File: config.mk
export PLATFORM = sky130hd
export DESIGN_NAME = slave_port
export DESIGN_NICKNAME = d
export VERILOG_FILES = /design/src/rtl/slave_port_pkg.sv /design/src/rtl/slave_sipo.sv /design/src/rtl/slave_port.sv
export SDC_FILE = /design/constraint.sdc
export NUM_CORES = 1
export LEC_CHECK = 0
export BUFFER_PORTS_ARGS = -buffer_cell sky130_fd_sc_hd__buf_2
export CAP_MARGIN = 30
export CORE_AREA = 2 2 89 91
export CTS_CLUSTER_SIZE = 30
export DETAILED_ROUTE_END_ITERATION = 8
export DIE_AREA = 0 0 91 93
export PLACE_DENSITY = 0.79
export SYNTH_ARGS = -nofsm -noshare
export SYNTH_HDL_FRONTEND = slang
export SYNTH_SLANG_ARGS = --single-unit
File: constraint.sdc
create_clock -name clk -period 2.9 [get_ports clk]
set_clock_uncertainty 0.2 [all_clocks]
set_input_delay 0.58 -clock clk [delete_from_list [all_inputs] [get_ports clk]]
set_output_delay 0.58 -clock clk [all_outputs]
set_load 0.005 [all_outputs]
File: src/rtl/slave_port_pkg.sv
// slave_port_pkg: shared FSM state encoding and sizing helpers for the serial-bus slave port.
package slave_port_pkg;

  typedef enum logic [2:0] {
    IDLE,
    ADDR,
    WDATA,
    WRITE,
    RFETCH,
    RLOAD,
    RDATA,
    DONE
  } state_t;

  // Larger of two sizes.
  function automatic int unsigned max_u(input int unsigned a, input int unsigned b);
    return (a > b) ? a : b;
  endfunction

  // Header length when address and burst fields are shifted in parallel.
  function automatic int unsigned addr_cyc(input int unsigned addr_w, input int unsigned burst_w);
    return max_u(addr_w, burst_w);
  endfunction

endpackage

File: src/rtl/slave_sipo.sv
// slave_sipo: enable-gated LSB-first serial-in/parallel-out shift register.
// q_nxt_c exposes the value q will take at the next edge.
module slave_sipo #(
  parameter int unsigned WIDTH = 8
) (
  input  logic             clk,
  input  logic             rst,
  input  logic             en,
  input  logic             din,
  output logic [WIDTH-1:0] q,
  output logic [WIDTH-1:0] q_nxt_c
);

  // New bits enter at the MSB so the first bit received ends up at bit 0.
  always_comb begin
    q_nxt_c = q;
    if (en) q_nxt_c = {din, q[WIDTH-1:1]};
  end

  // Shift register state.
  always_ff @(posedge clk or posedge rst) begin
    if (rst) q <= '0;
    else     q <= q_nxt_c;
  end

endmodule

File: src/rtl/slave_port.sv
// slave_port: slave end of the serial bus; deserialises address/burst/write data,
// drives a synchronous memory port and serialises read data back to the master.
// Define SLAVE_PORT_BURST_EN to receive and honour the burst-length field.
module slave_port
  import slave_port_pkg::*;
#(
  parameter int unsigned SLAVE_ADDR_SIZE = 12,
  parameter int unsigned WORD_SIZE       = 8,
  parameter int unsigned BURST_SIZE      = 15
) (
  input  logic                       clk,
  input  logic                       rst,
  input  logic                       sel,
  input  logic                       m_valid,
  input  logic                       read_en,
  input  logic                       write_en,
  input  logic                       addr_bus,
  input  logic                       burst_size_bus,
  input  logic                       w_data_bus,
  output logic                       s_ready,
  output logic                       s_valid,
  output logic                       r_data_bus,
  output logic                       s_done,
  output logic [SLAVE_ADDR_SIZE-1:0] mem_addr,
  output logic [WORD_SIZE-1:0]       mem_wdata,
  output logic                       mem_we,
  output logic                       mem_re,
  input  logic [WORD_SIZE-1:0]       mem_rdata
);

`ifdef SLAVE_PORT_BURST_EN
  localparam int unsigned ADDR_CYC = addr_cyc(SLAVE_ADDR_SIZE, BURST_SIZE);
`else
  localparam int unsigned ADDR_CYC = SLAVE_ADDR_SIZE;
`endif
  localparam int unsigned CNT_W = $clog2(max_u(ADDR_CYC, WORD_SIZE));

  state_t                     state, state_nxt;
  logic                       op_rd, op_rd_nxt;
  logic [CNT_W-1:0]           bit_cnt, bit_cnt_nxt, addr_idx_c;
  logic [SLAVE_ADDR_SIZE-1:0] mem_addr_nxt, addr_nxt_c, addr_q_unused;
  logic [BURST_SIZE-1:0]      words_left, words_nxt, words_load_c;
  logic [WORD_SIZE-1:0]       rshift, rshift_nxt, wdata_nxt_unused;
  logic                       r_data_nxt, start_c, hdr_smp_c, wdata_smp_c, last_word_c;

  // Sample qualifiers kept outside the FSM block so the shifters do not loop back into it.
  assign start_c     = sel & m_valid & (read_en ^ write_en);
  assign hdr_smp_c   = sel & (((state == IDLE) & start_c) | ((state == ADDR) & m_valid));
  assign addr_idx_c  = (state == IDLE) ? '0 : bit_cnt;
  assign wdata_smp_c = sel & m_valid & (state == WDATA);
  assign last_word_c = (words_left <= BURST_SIZE'(1));

  // Address shifter; header bits past the address width are dropped.
  slave_sipo #(.WIDTH(SLAVE_ADDR_SIZE)) u_addr_sipo (
    .clk     (clk),
    .rst     (rst),
    .en      (hdr_smp_c && (32'(addr_idx_c) < SLAVE_ADDR_SIZE)),
    .din     (addr_bus),
    .q       (addr_q_unused),
    .q_nxt_c (addr_nxt_c)
  );

  // Write-data shifter; its register doubles as the memory write-data output.
  slave_sipo #(.WIDTH(WORD_SIZE)) u_wdata_sipo (
    .clk     (clk),
    .rst     (rst),
    .en      (wdata_smp_c),
    .din     (w_data_bus),
    .q       (mem_wdata),
    .q_nxt_c (wdata_nxt_unused)
  );

`ifdef SLAVE_PORT_BURST_EN
  logic [BURST_SIZE-1:0] burst_q_unused, burst_nxt_c;

  // Burst-length shifter; a zero length still moves one word.
  slave_sipo #(.WIDTH(BURST_SIZE)) u_burst_sipo (
    .clk     (clk),
    .rst     (rst),
    .en      (hdr_smp_c && (32'(addr_idx_c) < BURST_SIZE)),
    .din     (burst_size_bus),
    .q       (burst_q_unused),
    .q_nxt_c (burst_nxt_c)
  );
  assign words_load_c = (burst_nxt_c == '0) ? BURST_SIZE'(1) : burst_nxt_c;
`else
  logic burst_bus_unused;
  assign burst_bus_unused = burst_size_bus;
  assign words_load_c     = BURST_SIZE'(1);
`endif

  // Next-state and datapath updates; deselect aborts any transaction in flight.
  always_comb begin
    state_nxt    = state;
    op_rd_nxt    = op_rd;
    bit_cnt_nxt  = bit_cnt;
    mem_addr_nxt = mem_addr;
    words_nxt    = words_left;
    rshift_nxt   = rshift;
    r_data_nxt   = 1'b0;
    if ((state != IDLE) && !sel) begin
      state_nxt   = IDLE;
      bit_cnt_nxt = '0;
    end else begin
      case (state)
        IDLE: begin
          if (start_c) begin
            op_rd_nxt   = read_en;
            bit_cnt_nxt = CNT_W'(1);
            state_nxt   = ADDR;
          end
        end
        ADDR: begin
          if (m_valid) begin
            if (bit_cnt == CNT_W'(ADDR_CYC - 1)) begin
              bit_cnt_nxt  = '0;
              mem_addr_nxt = addr_nxt_c;
              words_nxt    = words_load_c;
              state_nxt    = op_rd ? RFETCH : WDATA;
            end else begin
              bit_cnt_nxt = bit_cnt + CNT_W'(1);
            end
          end
        end
        WDATA: begin
          if (m_valid) begin
            if (bit_cnt == CNT_W'(WORD_SIZE - 1)) begin
              bit_cnt_nxt = '0;
              state_nxt   = WRITE;
            end else begin
              bit_cnt_nxt = bit_cnt + CNT_W'(1);
            end
          end
        end
        WRITE: begin
          if (last_word_c) begin
            state_nxt = DONE;
          end else begin
            mem_addr_nxt = mem_addr + SLAVE_ADDR_SIZE'(1);
            words_nxt    = words_left - BURST_SIZE'(1);
            state_nxt    = WDATA;
          end
        end
        RFETCH: state_nxt = RLOAD;
        RLOAD: begin
          r_data_nxt  = mem_rdata[0];
          rshift_nxt  = mem_rdata >> 1;
          bit_cnt_nxt = '0;
          state_nxt   = RDATA;
        end
        RDATA: begin
          if (bit_cnt == CNT_W'(WORD_SIZE - 1)) begin
            bit_cnt_nxt = '0;
            if (last_word_c) begin
              state_nxt = DONE;
            end else begin
              mem_addr_nxt = mem_addr + SLAVE_ADDR_SIZE'(1);
              words_nxt    = words_left - BURST_SIZE'(1);
              state_nxt    = RFETCH;
            end
          end else begin
            r_data_nxt  = rshift[0];
            rshift_nxt  = rshift >> 1;
            bit_cnt_nxt = bit_cnt + CNT_W'(1);
          end
        end
        DONE:    state_nxt = IDLE;
        default: state_nxt = IDLE;
      endcase
    end
  end

  // State, datapath and registered outputs decoded from the next state.
  always_ff @(posedge clk or posedge rst) begin
    if (rst) begin
      state      <= IDLE;
      op_rd      <= 1'b0;
      bit_cnt    <= '0;
      mem_addr   <= '0;
      words_left <= '0;
      rshift     <= '0;
      s_ready    <= 1'b1;
      s_valid    <= 1'b0;
      r_data_bus <= 1'b0;
      s_done     <= 1'b0;
      mem_we     <= 1'b0;
      mem_re     <= 1'b0;
    end else begin
      state      <= state_nxt;
      op_rd      <= op_rd_nxt;
      bit_cnt    <= bit_cnt_nxt;
      mem_addr   <= mem_addr_nxt;
      words_left <= words_nxt;
      rshift     <= rshift_nxt;
      s_ready    <= (state_nxt == IDLE) || (state_nxt == ADDR) || (state_nxt == WDATA);
      s_valid    <= (state_nxt == RDATA);
      r_data_bus <= r_data_nxt;
      s_done     <= (state_nxt == DONE);
      mem_we     <= (state_nxt == WRITE);
      mem_re     <= (state_nxt == RFETCH);
    end
  end

endmodule
; Word-level counts from Yosys, hierarchy flattened
; Cells that the tools add are included.
[totals]
reg_bits = 69
output_inout_bits = 26
word_cells = 100
in_bits = 17
[classes]
bitwise = 9
reduce_logical = 15
mux = 35
n_eq_ne = 22
order_cmp = 2
n_addsub = 3
[op_table]
columns = cell, n
row1 = 12-bit two-way mux, 5
row2 = 15-bit two-way mux, 4
row3 = 15-bit one-hot mux with 3 select lines, 1
row4 = 12-bit one-hot mux with 3 select lines, 1
row5 = 4-bit two-way mux, 7
row6 = 3-bit two-way mux, 9
row7 = 3-bit one-hot mux with 8 select lines, 1
row8 = "3-bit equality test, second input constant", 7
row9 = 4-bit one-hot mux with 5 select lines, 1
row10 = 8-bit one-hot mux with 2 select lines, 1
row11 = "15-bit by 1-bit <= comparator with 1-bit output, second input constant", 1
row12 = "15-bit by 1-bit subtractor with 15-bit output, second input constant", 1
row13 = "12-bit by 1-bit adder with 12-bit output, second input constant", 1
row14 = "3-bit by 2-bit equality test with 1-bit output, second input constant", 4
row15 = "3-bit by 2-bit != test with 1-bit output, second input constant", 3
row16 = 8-bit two-way mux, 1
row17 = 1-bit AND, 6
row18 = "3-bit by 1-bit equality test with 1-bit output, second input constant", 2
row19 = 3-bit zero test, 2
row20 = "2-bit != test, second input constant", 3
row21 = 3-bit AND reduction, 2
row22 = 3-bit nonzero test, 2
row23 = 6-bit nonzero test, 1
row24 = 5-bit AND reduction, 1
row25 = 16 further kinds, 19

; Logic depth before layout (Yosys ltp)
; Gate-level depths: netlist of run 1.
[logic_depth]
ltp_word = 10
ltp_mapped = 8
depth_no_buf = 7

; Cells and area by module
; A second synthesis of run 1 with hierarchy kept.
[hier_totals]
cells_unflattened = 336
area_unflattened_um2 = 3648.5
[by_module_without_submodules]
columns = mod, seq_area_each_um2, n_inst, cells_each, area_per_inst_um2
row1 = slave_port, 1202.4, 1, 292, 2825.2
row2 = slave_sipo at u_addr_sipo, 300.3, 1, 26, 488.0
row3 = slave_sipo at u_wdata_sipo, 200.2, 1, 18, 335.3

; Least setup slack after synthesis of run 1
; Ideal clock, no wire load.
[synth_timing]
kind = in2reg
startpoint = input m_valid
endpoint = register mem_addr[5]
n_path_buf = 2
arrival_time_ns = 2.348
stages = 7
path_slack_ns = 0.228
setup_time_ns = 0.124
t_required_ns = 2.576
cell_sequence = buf_2 > nand4b_1 > nor4_1 > o31ai_2 > buf_2 > o31a_1 > a211o_1
[synth_between]
elab_chain_cells = 10
word_cells_on_any_way = 13
classes_between = eq/ne: 1 / mux: 4 / bitwise: 6 / reduce/logical: 2
[synth_rtl]
columns = item, line
row1 = from (decl), slave_port.sv:14  ; input logic m_valid,
row2 = 1-bit AND (2 in series), slave_port.sv:47  ; assign start_c = sel & m_valid & (read_en ^ write_en);
row3 = 1-bit AND, slave_port.sv:48  ; assign hdr_smp_c = sel & (((state == IDLE) & start_c) | ((state == ADDR) & m_valid));
row4 = 1-bit OR, slave_port.sv:48
row5 = 1-bit AND, slave_port.sv:48
row6 = 1-bit logical AND, slave_port.sv:57  ; .en (hdr_smp_c && (32'(addr_idx_c) < SLAVE_ADDR_SIZE)),
row7 = 12-bit two-way mux, slave_sipo.sv:17  ; if (en) q_nxt_c = {din, q[WIDTH-1:1]};
row8 = 12-bit two-way mux, slave_port.sv:115  ; if (bit_cnt == CNT_W'(ADDR_CYC - 1)) begin
row9 = 12-bit two-way mux, slave_port.sv:114  ; if (m_valid) begin
row10 = 12-bit one-hot mux with 3 select lines, slave_port.sv:105  ; case (state)
row11 = to (signal assigned), slave_port.sv:192  ; mem_addr <= mem_addr_nxt;
row12 = to (decl), slave_port.sv:24  ; output logic [SLAVE_ADDR_SIZE-1:0] mem_addr,
; Parallel ways exist; a longest one is shown, timed or not. The select of a mux whose other input is x is not followed.
; A chain may end at the register's enable or synchronous reset.

; Worst setup path after layout of run 1
[layout_timing]
startpoint = register words_left[2]
endpoint = register mem_addr[5]
[layout_between]
elab_chain_cells = 4
[layout_rtl]
columns = item, line
row1 = from (decl), slave_port.sv:42  ; logic [BURST_SIZE-1:0] words_left, words_nxt, words_load_c;
row2 = from (signal assigned), slave_port.sv:193  ; words_left <= words_nxt;
row3 = 15-bit by 1-bit <= comparator with 1-bit output (*), slave_port.sv:51  ; assign last_word_c = (words_left <= BURST_SIZE'(1));
row4 = 12-bit two-way mux (*), --
row5 = 12-bit two-way mux, --
row6 = 12-bit one-hot mux with 3 select lines (*), --
; Mark *: on every way between the ends. The rest lies on a longest branch, timed or not. The select of a mux whose other input is x is not followed.

==> out/summary.txt, run 1 <==
status - completed
Finish-stage setup viols - 0
post-route DRC violation count - 0
Distinct cells, synth - 50
Die X - 91 um
CTS tree - done
vias in the first global route - 3023
area delta synth->final - 16.2%
fillcell total - 699
average size of a mapped cell - 10.1 um2
FF/Latch Area - 0.00170 mm2
Worst Hold Class - input port to async pin
number of synthesized flops with an enable pin - 0
Max Freq - 371 MHz
final WL - 8060 um
placement row count - 32
Final min period - 2.69 ns
initial antenna violation count - 0
Worst slew margin - 41.4%
Synth Flop Type - dfrtp_1
Antenna Nets Post-Route - 0
CTS buffer count - 9
final hold violations - 0
TritonCTS Sinks - 68
RSZ-0062 raised after global routing - no
NumNets Final - 429
Final Wtd Congestion - 0.841
most common cell after layout, fill and taps aside - dfrtp_1
YS warnings - 0
CP max FO - 8
area occupied by multi-input gates - 0.00183 mm2
Synth Register Bits - 68
clock slew at reported path FFs - 0.08 ns
Critical Path Start - words_left[2]
CP Launch Type - flop
total power - 0.00202 W
leakage power - 2.06 nW
Final period util - 92.9%
setup TNS - 0 ns
Total GRT Usage - 20.8%
top-level port count - 43
core box area - 0.00753 mm2
asr flop ratio synth - 100%
Die Ht - 93 um
worst slew pin tran - 0.876 ns
Critical Path Sink Type - flop
PD cells - 479 mW/mm2
area of the die - 0.00846 mm2
layout cells sized above 1 - 25.7%
starting density of the core - 48.3%
H-tree lvl count - 3
via density per instance - 5.93
Critical Path AT - 2.73 ns
worst path required time - 2.93 ns
CP Class - flop to flop
first-pass detailed-route iteration total - 4
routed length per placed instance - 15.7 um
post-synthesis cell count - 359
IO buf count - 41
Synthesized Nets - 380
Hold WS - 0.0615 ns
antenna cell count - 0
clk buf depth - 2
Syn Std Cell Area - 0.00363 mm2
post-synthesis sequential area ratio - 46.9%
most frequent cells in the layout - 67 x dfrtp_1, 41 x buf_2, 22 x nor2_1, 22 x a21oi_1, 21 x nand2_1
Clock Latency Late Sink - 0.35 ns
Worst VDD drop - 391 uV
CTS root buffer - clkbuf_8
first-pass GRT wire length - 14100 um
pin count of the biggest net entering global routing - 28
max cap viols - 0
# Post-CTS Setup Buffers - 0
via count - 3046
max-slew violations - 0
Critical R2R Launch - words_left[2]
DP HPWL - 5570 um
total gr overflow - 0
1st-iter DRT viols - 260
area by class of cell:
| cell class | count | area share (%) |
|---|---|---|
| Timing Repair Buffer | 59 | 8.06 |
| Inverter | 9 | 0.800 |
| Clock inverter | 5 | 1.24 |
| Clock buffer | 10 | 3.26 |
| Sequential cell | 68 | 40.3 |
| Tap cell | 102 | 3.02 |
| Multi-Input combinational cell | 261 | 43.3 |
routing by layer:
layer / track usage [%] / share of wire, % / up-vias
li1: - / - / 1465
met1: 27.6 / 46 / 1486
met2: 32.8 / 48 / 76
met3: 4.43 / 4.4 / 19
met4: 9.72 / 2.3 / 0
met5: 0 / 0 / -
where the power goes:
group	leakage (nW)	internal [W]	switching (W)
sequential	0.929	0.00101	0.0000436
combinational	1.03	0.0000892	0.000113
clock	0.0979	0.000411	0.000354
registers in the layout, indices dropped and copies added, names as in the netlist, 3 cells and up:
name and count:
bit_cnt 4, mem_addr 12, rshift 7, state 3, u_addr_sipo.q 12, u_wdata_sipo.q 8, words_left 15
per-stage QoR:
step / setup WS (ns) / instance area, um2 / utilization [%] / instances
finish: 0.207 / 4220 / 56.1 / 514
global route: 0.107 / 4220 / 56.1 / 514
CTS: 0.0858 / 4210 / 56.0 / 514
detailed placement: 0.116 / 4020 / 53.5 / 499
global placement: 0.134 / 4020 / 53.5 / 499
floorplan: 0.228 / 3630 / - / 359
kinds of logic (layout without fill, tap and decap cells):
family,count (synthesis),count (layout),synth area share (%)
xor gates and xnor gates,5,5,1.20
and+or+nand+nor,119,119,18.5
DFF,68,68,46.9
muxes,27,27,8.09
AOI/OAI and AO/OA,106,106,20.7
buffers and inverters,30,83,3.27
adders and majority gates,4,4,1.38
Yosys cell counts (all sizes together) (6+ instances only):
cell    number  share of area, %
nor4         7               1.4
a21oi       22               3.0
o21ai       15               2.1
clkbuf      14               1.4
mux2        19               5.9
nor2        22               2.3
nand2       21               2.2
o31ai       14               3.0
a211o        9               2.2
buf          7              0.89
nand3       10               1.4
a21o         6               1.2
nand3b       8               1.7
mux2i        8               2.2
or4         12               2.6
or3          9               1.5
dfrtp       67                46
nor3         8               1.1
inv          9              0.93
worst paths after layout:
check	slack, ns	to	cells after the start
setup / recovery	0.21	mem_addr[5]	5
hold / removal	0.06	state[1]	2
min in group clk	0.27	u_wdata_sipo.q[7]	2
setup reg to reg	0.21	mem_addr[5]	5
hold reg to reg	0.31	u_wdata_sipo.q[0]	1
max in group asynchronous	1.73	u_addr_sipo.q[7]	3
worst max-delay path: stages (launching register included):
cell and delay [ns]:
dfrtp_1 0.42, or4_4 0.58, or4_4 0.51, o211ai_2 0.46, nor4_1 0.11, a211o_1 0.29
timing repair:
action | CTS | global route
setup endpoints to repair | 0 | 7
hold buffers | 0 | 0
gates resized for setup | 0 | 2
Note: power is estimated with default switching activity, not from simulation.
==> inputs of run 2 (changes only) <==
--- a/config.mk
+++ b/config.mk
@@ -12,6 +12,7 @@
 export DETAILED_ROUTE_END_ITERATION = 8
 export DIE_AREA = 0 0 91 93
 export PLACE_DENSITY = 0.79
+export RECOVER_POWER = 100
 export SYNTH_ARGS = -nofsm -noshare
 export SYNTH_HDL_FRONTEND = slang
 export SYNTH_SLANG_ARGS = --single-unit
==> run 2 against run 1 <==
Compared with the run above:
- first-iteration DRC count fell by 7.7%
- sequential share of layout area rose by 0.51 points
- final area fell by 1.2%
- utilization fell by 0.70 points
- clock power rose by 0.7%
- critical endpoint unchanged
==> out/summary.txt, run 2 (synthesis results as in run 1) <==
Final period util - 92.7% (-0.19 points)
total power - 0.00202 W (about the same)
# Post-CTS Setup Buffers - 0 (unchanged)
first-pass detailed-route iteration total - 4 (unchanged)
Buf+Inv Stages, Crit Path - 0 (unchanged)
CP Class - flop to flop
path depth of the worst reg2reg path - 5 (unchanged)
via density per instance - 5.92 (about the same)
CP Launch Type - flop
PD cells - 485 mW/mm2 (+1.2%)
Largest regs - words_left x15, mem_addr x12, u_addr_sipo.q x12
Max Freq - 372 MHz (+0.20%)
post-route DRC violation count - 0 (unchanged)
total gr overflow - 0 (unchanged)
initial antenna violation count - 0 (unchanged)
Total GRT Usage - 20.8% (unchanged)
final WL - 8040 um (-0.27%)
R2R Setup Slk - 0.21 ns (about the same)
max-slew violations - 0 (unchanged)
layout cells sized above 1 - 19.7% (-6.1 points)
Clock Latency Late Sink - 0.36 ns (about the same)
CTS buffer count - 9 (unchanged)
antenna cell count - 0 (unchanged)
Critical Path Sink Type - flop
final non-filler cell area - 0.00417 mm2 (-1.2%)
number of hold buffers added after cts - 0 (unchanged)
CTS root buffer - clkbuf_8
via count - 3045 (-0.033%)
status - completed
most frequent cells in the layout - 67 x dfrtp_1, 29 x buf_2, 22 x nor2_1, 22 x a21oi_1, 21 x nand2_1
Die X - 91 um (unchanged)
Die Ht - 93 um (unchanged)
pin count of the biggest net entering global routing - 28 (unchanged)
max reg flops - 15 (unchanged)
vias in the first global route - 3023 (unchanged)
leakage power - 1.98 nW (-3.7%)
Final Wtd Congestion - 0.841 (unchanged)
1st-iter DRT viols - 240 (-7.7%)
final hold violations - 0 (unchanged)
critical path, cell by cell - or4_4 > or4_4 > o211ai_2 > nor4_1 > a211o_1
worst path required time - 2.93 ns (about the same)
starting density of the core - 48.3% (unchanged)
cell mode on critical path - or4_4
crit-path leading delay family - simple AND/OR/NAND/NOR gates
Critical Path AT - 2.72 ns (about the same)
NumNets Final - 429 (unchanged)
area delta synth->final - 14.7%
IO buf count - 41 (unchanged)
CP max FO - 8 (unchanged)
placement row count - 32 (unchanged)
Worst VDD drop - 390 uV (-0.10%)
DP HPWL - 5570 um (unchanged)
top-level port count - 43 (unchanged)
H-tree lvl count - 3 (unchanged)
setup TNS - 0 ns (unchanged)
routed length per placed instance - 15.6 um (-0.27%)
Worst slew margin - 19.5% (-22 points)
core box area - 0.00753 mm2 (unchanged)
post-CTS resize count - 0 (unchanged)
Final min period - 2.69 ns (-0.00540 ns)
clk buf depth - 2 (unchanged)
clock slew at reported path FFs - 0.08 ns (about the same)
Finish-stage setup viols - 0 (unchanged)
first-pass GRT wire length - 14100 um (unchanged)
Largest stage delay, worst path - 0.58 ns (about the same)
Reg-to-Reg End - mem_addr[5]
max cap viols - 0 (unchanged)
area of the die - 0.00846 mm2 (unchanged)
TritonCTS Sinks - 68 (unchanged)
most common cell after layout, fill and taps aside - dfrtp_1
RSZ-0062 raised after global routing - no
Worst Hold Class - input port to async pin
Post-DP Area - 0.00402 mm2 (unchanged)
Critical R2R Launch - words_left[2]
worst slew pin tran - 1.21 ns (+0.332 ns)
CTS tree - done
crit path max-delay cell type - or4_4
Antenna Nets Post-Route - 0 (unchanged)
Largest Register - words_left
[run 2: changes by cell type in the layout (fill, tap and decap cells not counted), sizes merged]
cell,previous run,this run
buf,59,40
clkbuf,10,29
[run 2: worst max-delay path by stage]
stage / from / to / cells after the start
after floorplan: m_valid / mem_addr[5] / 7
after global placement: words_left[2] / words_left[13] / 5
after detailed placement: words_left[2] / words_left[13] / 5
after CTS: words_left[2] / words_left[13] / 5
after global routing: bit_cnt[0] / words_left[11] / 8
final: words_left[2] / mem_addr[5] / 5
[run 2: stage by stage]
step	cells	util, %	setup WS, ns	hold WS [ns]
floorplan	359	-	0.228	0.265
global placement	499	53.5	0.134	0.285
detailed placement	499	53.5	0.116	0.298
CTS	514	56.0	0.0858	0.0778
global route	514	55.4	0.0842	0.261
finish	514	55.4	0.212	0.232
[run 2: area by class of cell]
| type | instances | area, um2 |
|---|---|---|
| Timing Repair Buffer | 59 | 300 |
| Sequential cell | 68 | 1700 |
| Clock inverter | 5 | 52.6 |
| Inverter | 9 | 33.8 |
| Multi-Input combinational cell | 261 | 1820 |
| Tap cell | 102 | 128 |
| Fill cell | 709 | 3360 |
| Clock buffer | 10 | 138 |
[run 2: worst register-to-register path: cells and delay by family, from the launching register on]
family             cells  cell delay [ns]
DFF                    1             0.43
and+or+nand+nor        3             1.20
AOI/OAI and AO/OA      2             0.75
[run 2: report_power, final]
group          total [W]  switching, W  leakage [nW]  internal, W
Combinational   0.000196      0.000112         0.954    0.0000835
Clock           0.000770      0.000359        0.0979     0.000411
Sequential       0.00106     0.0000436         0.929      0.00101
Total            0.00202      0.000515          1.98      0.00151
[run 2: metal layers]
metal,vias up,wire [um],track usage [%]
li1,1464,-,-
met1,1495,3670,27.6
met2,72,3860,32.8
met3,14,338,4.43
met4,0,165,9.72
met5,-,0,0
